[config.mk]
export PLATFORM = sky130hd
export DESIGN_NAME = alu_32bit_seq
export DESIGN_NICKNAME = d
export VERILOG_FILES = /design/src/rtl/alu_pkg.sv /design/src/rtl/xor_32bit.sv /design/src/rtl/alu_32bit_seq.sv
export SDC_FILE = /design/constraint.sdc
export NUM_CORES = 1
export LEC_CHECK = 0
export CORE_AREA = 2 2 174 91
export CTS_BUF_LIST = sky130_fd_sc_hd__clkbuf_4 sky130_fd_sc_hd__clkbuf_8 sky130_fd_sc_hd__clkbuf_16
export CTS_CLUSTER_SIZE = 40
export DETAILED_ROUTE_END_ITERATION = 6
export DIE_AREA = 0 0 176 93
export GPL_ROUTABILITY_DRIVEN = 0
export PLACE_DENSITY_LB_ADDON = 0.3
export RECOVER_POWER = 25
export SYNTH_ARGS = -nofsm -noshare
export SYNTH_HDL_FRONTEND = slang
export SYNTH_SLANG_ARGS = --single-unit
[constraint.sdc]
create_clock -name clk -period 3.6 [get_ports clk]
set_input_delay 0.36 -clock clk [delete_from_list [all_inputs] [get_ports clk]]
set_output_delay 0.36 -clock clk [all_outputs]
set_load 0.01 [all_outputs]
[src/rtl/alu_pkg.sv]
// Shared definitions for the sequential ALU: operation codes and FSM state encoding.
package alu_pkg;

  localparam logic [2:0] OP_AND  = 3'b000;
  localparam logic [2:0] OP_OR   = 3'b001;
  localparam logic [2:0] OP_XOR  = 3'b010;
  localparam logic [2:0] OP_ADD  = 3'b011;
  localparam logic [2:0] OP_SUB  = 3'b100;
  localparam logic [2:0] OP_SLL  = 3'b101;
  localparam logic [2:0] OP_SRL  = 3'b110;
  localparam logic [2:0] OP_RSVD = 3'b111;

  typedef enum logic [1:0] {
    ST_IDLE  = 2'd0,
    ST_SHIFT = 2'd1,
    ST_DONE  = 2'd2
  } state_t;

endpackage

[src/rtl/xor_32bit.sv]
// Bitwise XOR of two operands; used as the XOR path of the sequential ALU.
module xor_32bit #(
  parameter int WIDTH = 32
) (
  input  logic [WIDTH-1:0] a,
  input  logic [WIDTH-1:0] b,
  output logic [WIDTH-1:0] y
);

  assign y = a ^ b;

endmodule

[src/rtl/alu_32bit_seq.sv]
// Handshaked ALU: logic and add/sub resolve at accept, shifts iterate one bit per cycle,
// and the result is held until the consumer takes it.
module alu_32bit_seq
  import alu_pkg::*;
#(
  parameter int WIDTH = 32
) (
  input  logic             clk,
  input  logic             rst,
  input  logic             in_valid,
  output logic             in_ready,
  input  logic [2:0]       op,
  input  logic [WIDTH-1:0] a,
  input  logic [WIDTH-1:0] b,
  output logic             out_valid,
  input  logic             out_ready,
  output logic [WIDTH-1:0] y,
  output logic             carry,
  output logic             zero,
  output logic             err
);

  localparam int SHW = $clog2(WIDTH);

  state_t           state, state_nxt;
  logic [WIDTH-1:0] res;
  logic [WIDTH-1:0] xor_y;
  logic [SHW-1:0]   cnt;
  logic [SHW-1:0]   amt;
  logic             carry_q;
  logic             err_q;
  logic             dir_left;
  logic             accept;
  logic             is_shift;
  logic [WIDTH:0]   sum;
  logic [WIDTH:0]   diff;

  xor_32bit #(.WIDTH(WIDTH)) u_xor (
    .a (a),
    .b (b),
    .y (xor_y)
  );

  assign amt      = b[SHW-1:0];
  assign is_shift = (op == OP_SLL) || (op == OP_SRL);
  assign accept   = in_valid && in_ready;
  assign sum      = {1'b0, a} + {1'b0, b};
  // Subtraction as a + ~b + 1, so the top bit is the no-borrow flag.
  assign diff     = {1'b0, a} + {1'b0, ~b} + {{WIDTH{1'b0}}, 1'b1};

  always_ff @(posedge clk) begin
    if (rst) state <= ST_IDLE;
    else     state <= state_nxt;
  end

  always_comb begin
    state_nxt = state;
    case (state)
      ST_IDLE:  if (accept) state_nxt = (is_shift && amt != '0) ? ST_SHIFT : ST_DONE;
      ST_SHIFT: if (cnt == SHW'(1)) state_nxt = ST_DONE;
      ST_DONE:  if (out_ready) state_nxt = ST_IDLE;
      default:  state_nxt = ST_IDLE;
    endcase
  end

  always_comb begin
    in_ready  = (state == ST_IDLE) && !rst;
    out_valid = (state == ST_DONE);
  end

  // Result register doubles as the shift register; operands are consumed at accept.
  always_ff @(posedge clk) begin
    if (rst) begin
      res      <= '0;
      carry_q  <= 1'b0;
      err_q    <= 1'b0;
      cnt      <= '0;
      dir_left <= 1'b0;
    end else if (accept) begin
      err_q    <= (op == OP_RSVD);
      carry_q  <= 1'b0;
      cnt      <= amt;
      dir_left <= (op == OP_SLL);
      case (op)
        OP_AND:  res <= a & b;
        OP_OR:   res <= a | b;
        OP_XOR:  res <= xor_y;
        OP_ADD:  {carry_q, res} <= sum;
        OP_SUB:  {carry_q, res} <= diff;
        OP_SLL:  res <= a;
        OP_SRL:  res <= a;
        default: res <= '0;
      endcase
    end else if (state == ST_SHIFT) begin
      res <= dir_left ? (res << 1) : (res >> 1);
      cnt <= cnt - SHW'(1);
    end
  end

  assign y     = res;
  assign carry = carry_q;
  assign zero  = (res == '0);
  assign err   = err_q;

endmodule

# == After elaboration in Yosys (flattened, before gate mapping) ==
# Index checks and enable logic that the tools add are counted.
# W data, S select, Z words.
# word_totals
output_inout_bits,37
inputBits,71
elab_cells,51
register_bits,42
# classes
n_reduce_logical,12
n_eq_ne,13
n_addsub,4
n_bitwise,4
mux,12
# ops
operator,count
$pmux W32 S6,1
$mux W32,3
$add A32 B32 Y33,2
$add A33 B1 Y33 const B,1
$and A32 B32 Y32,1
$logic_not A32 Y1,1
$not A32 Y32,1
$or A32 B32 Y32,1
$xor A32 B32 Y32,1
$eq A3 B3 Y1 const B,4
$mux W5,2
$mux W2,4
$eq A3 B2 Y1 const B,2
$pmux W2 S3,1
$eq A5 B1 Y1 const B,1
$reduce_bool A5 Y1,1
$sub A5 B1 Y5 const B,1
$ne A2 B2 Y1 const B,2
$eq A3 B1 Y1 const B,1
$logic_and A1 B1 Y1,3
$logic_not A3 Y1,1
$reduce_and A3 Y1,1
$eq A2 B1 Y1 const B,1
$eq A2 B2 Y1 const B,1
other kinds (7),7

# == Logic depth before layout (Yosys ltp) ==
# Gate-level depths: netlist (run 1).
# logic_depth
ltp_word,6
depth_mapped,13

# == Hierarchy ==
# From an unflattened synthesis (run 1), not the netlist that was laid out.
# hier_totals
cells_unflattened,1141
hier_area_um2,8227.9
# modules_own_cells
mod,cells_per_inst,instances,area_each_um2
alu_32bit_seq,1109,1,7947.6
xor_32bit,32,1,280.3

# == Worst setup path after synthesis (run 1) ==
# No wires, ideal clock.
# synth_path
kind,input port to flip-flop
start,in a[0]
end,reg res[24] (netlist: y[24])
path_stages,13
setup_time_ps,133
arrival_time_ps,2514
t_required_ps,3467
n_path_buf,0
setup_slack_ps,953
cell_sequence,inv_1 ha_1 inv_1 fa_1 nor2b_2 o311ai_1 and3_1 o41a_4 o21bai_4 a31oi_1 a221o_1 a211oi_1 nor3_1
# synth_via
elab_chain_len,4
word_cells_on_any_way,5
# synth_rtl
element,line_no,source
from (decl),alu_32bit_seq.sv:13,"input logic [WIDTH-1:0] a,"
$add A32 B32 Y33,alu_32bit_seq.sv:49,"assign diff = {1'b0, a} + {1'b0, ~b} + {{WIDTH{1'b0}}, 1'b1};"
$add A33 B1 Y33,alu_32bit_seq.sv:49,
$pmux W32 S6 *,alu_32bit_seq.sv:84,case (op)
$mux W32 *,alu_32bit_seq.sv:79,end else if (accept) begin
to (signal assigned),alu_32bit_seq.sv:85,OP_AND: res <= a & b;
to (signal assigned),alu_32bit_seq.sv:86,OP_OR: res <= a | b;
to (signal assigned),alu_32bit_seq.sv:87,OP_XOR: res <= xor_y;
to (decl),alu_32bit_seq.sv:26,logic [WIDTH-1:0] res;
# Every way passes the cells marked *; elsewhere a longest branch is shown, timed or not.
# A chain may end at the register's enable or synchronous reset.

# == Worst setup path after layout (run 1) ==
# layout_path
start,in b[0]
end,reg res[12] (netlist: y[12])
# layout_via
elab_chain_len,5
word_cells_on_any_way,6
# layout_rtl
element,line_no,source
from (decl),alu_32bit_seq.sv:14,"input logic [WIDTH-1:0] b,"
$not A32 Y32,alu_32bit_seq.sv:49,
$add A32 B32 Y33,alu_32bit_seq.sv:49,
$add A33 B1 Y33,alu_32bit_seq.sv:49,
$pmux W32 S6 *,alu_32bit_seq.sv:84,
$mux W32 *,alu_32bit_seq.sv:79,
# Marked as above.

==> impl_metrics.toml, run 1 <==
[grt]
overflow = 0
groute.usage.overall = 0.374
antenna_found_initial = 1
grt_pass1_vias = 8592
grt_pass1_wl_um = 48300
grt_max_degree = 49

[power_and_ir_drop]
p_leak_nw = 4.09
powerDensity_mw_per_mm2 = 283
irDropWorstVdd_v = 0.000208
power.total_w = 0.00274

[finish]
fill_cells = 1333
fin_util = 0.648
multi_input_area_sq_mm = 0.00644
layout.nets = 1365
drive_gt1_frac = 0.117
ff_latch_area_sq_um = 842
design_area_sq_mm = 0.00968
area_growth_syn_to_layout_pct = 20.4

[worst_setup_path]
slowest_stage = "clkdlybuf4s50_1"
cp-end-kind = "register"
crit_chain = "clkdlybuf4s50_1, ha_1, inv_1, fa_1, nor2b_4, o2111ai_4, a31oi_1, a21oi_1, nor4b_1, a221oi_1, a31oi_1, o221a_2"
critical_path_class = "in2reg"
cp.required_ps = 3850
crit_path_frequent_cell = "a31oi_1"
cp.arrival_ps = 3670
worstPathBufferInverterCount = 2
slowest_delay_ps = 540
cp-start-kind = "primary input"
crit_path_max_fanout = 4
path_delay_family = "compound AO/OA/AOI/OAI gates"

[timing]
hold_viol_final = 0
maxSlewHeadroom = 0.484
timing.final.crit_share = 0.951
final_max_slew_viol_count = 0
tightest_slew_ps = 766
fin_skew_ps = 4.33
rsz0062_at_grt = "false"
fmax_mhz = 292
setup_viol = 0
period_needed_ps = 3420
whs_ps = 510

[die]
fp.dieH_um = 93
die_area_sq_mm = 0.0164
core_area_sq_mm = 0.0149
initial_core_util = 0.538
ios = 108
row_count = 32
die_x_um = 176

[drt]
drt_iter0_drc = 1628
first_pass_iters = 6
drc = 0
ant_nets = 0
num_vias = 9565
wirelength_um = 31300
vias_per_cell = 6.87
routedWlPerCell_um = 22.5

[cts]
clkLatencyLatePin_ps = 300
cts_tree = "yes"
clockBufferDepth = 2
clock-root-buffer = "clkbuf_16"
cts_hold_buf = 0
cts_made_buffers = 5
cts_num_sinks = 42
ctsHtreeMaxLevel = 2
clkTransAtPathRegs_ps = 70

[synthesis]
ys.flop_type = "dfxtp_1"
yosysSeqAreaShare = 0.105
ys_types = 94
async_flop_share = 0
synth_area_sq_mm = 0.00804
synth_nets = 1262
synth_edf_count = 0
yosys_warnings = 0
syn_inst = 1083
syn_avg_cell_area_sq_um = 7.42
synth-seq-cells = 42

[worst_hold_path]
min_path_type = "reg2reg"

[job]
drv_cap = 0

[placement]
hpwl_um = 24000
portBuffers = 107
placed_cell_area_sq_mm = 0.00952

[run_status]
outcome = "finished, final reports clean"
-- synth_stat cells, types with 14 or more instances --
master | number | share of area
a211oi_1 | 21 | 0.020
a21oi_1 | 119 | 0.074
a221oi_1 | 15 | 0.016
buf_2 | 17 | 0.011
clkbuf_1 | 48 | 0.022
dfxtp_1 | 42 | 0.10
ha_1 | 106 | 0.16
inv_1 | 106 | 0.049
mux2i_1 | 48 | 0.060
nand2_1 | 53 | 0.025
nor2_1 | 77 | 0.036
nor3_1 | 22 | 0.014
o21ai_0 | 50 | 0.031
o21bai_1 | 14 | 0.013
o221ai_1 | 23 | 0.025
o22ai_1 | 29 | 0.023
-- final timing paths --
kind,slack (ps),startpoint,cells after the start,endpoint
max,180,b[0],12,y[12]
min,510,cnt[4],1,cnt[4]
max reg2reg,1040,state[0],9,y[20]
min reg2reg,510,cnt[4],1,cnt[4]
-- kinds of logic (layout without fill, tap and decap cells) --
group / count (synthesis) / in the layout / share of synthesized area
buffers and inverters: 190 / 294 / 0.0965
AOI/OAI and AO/OA: 434 / 434 / 0.392
and+or+nand+nor: 239 / 239 / 0.148
xor gates and xnor gates: 14 / 14 / 0.0153
adders and majority gates: 108 / 108 / 0.170
DFF: 42 / 42 / 0.105
muxes: 56 / 56 / 0.0738
other: 0 / 1 / 0
-- power breakdown --
part	internal, W	switching, W
combinational	0.000664	0.000952
clock	0.000276	0.000224
sequential	0.000527	0.0000991
total	0.00147	0.00128
-- cells in the final DEF (no fill, tap or decap), types with 9 or more instances in the layout --
cell,instances
inv_1,106
nor4_1,13
buf_4,68
nand2_1,53
xnor2_1,11
clkdlybuf4s50_1,88
dlygate4sd3_1,17
nor2_1,77
o21a_1,9
nor3_1,21
nor2b_1,9
mux2i_1,48
a31oi_1,12
o21ai_0,50
o211ai_1,10
a221oi_1,15
ha_1,106
nand3_1,13
dfxtp_1,41
o21bai_1,14
nand2b_1,9
a21o_1,13
a22oi_1,11
a211oi_1,21
a21oi_1,118
a221o_1,12
o221ai_1,23
o22ai_1,29
-- stage by stage --
stage | setup WS (ps) | std cells | TNS [ps]
finish | 178 | 1392 | 0
global route | 42.0 | 1391 | 0
CTS | 188 | 1391 | 0
detailed placement | -115 | 1383 | -115
global placement | -33.9 | 1383 | -33.9
floorplan | 953 | 1083 | 0
-- worst reg2reg max path: cells and delay by family, from the launching register on --
family                 cells  cell delay, ps
AO/OA/AOI/OAI              3             860
flip-flops                 1             380
buffers and inverters      3             520
AND/OR/NAND/NOR            3             660
-- registers in the layout (all words and copies together) (netlist names) --
register,flops
dir_left,1
carry,1
state,2
err,1
cnt,5
y,32
-- cell type report --
| class | count | area share |
|---|---|---|
| tap | 204 | 0.0264 |
| clock inverter | 2 | 0.00129 |
| sequential | 42 | 0.0870 |
| antenna | 1 | 0.000258 |
| multi-input combinational | 851 | 0.665 |
| inverter | 110 | 0.0427 |
| clock buffer | 6 | 0.0143 |
| timing repair buffer | 176 | 0.163 |
-- timing repair --
| action | CTS | global route |
|---|---|---|
| gates resized for setup | 0 | 1 |
| setup endpoints to repair | 0 | 1 |
| buffers inserted | 0 | 0 |
-- routing by layer --
metal,track usage,routed length [um],part of all wire,vias up
met5,0,0,0,-
met3,0.154,5900,0.19,98
met1,0.557,13500,0.43,4349
met4,0.0854,769,0.025,0
li1,-,-,-,4250
met2,0.486,11100,0.36,868
Note: power is estimated with default switching activity, not from simulation.
==> run 2, diff against run 1 <==
CAP_MARGIN = 20   (was not set)
==> results of run 2 <==
The final DEF is identical to that of run 1; final timing and power are the same.
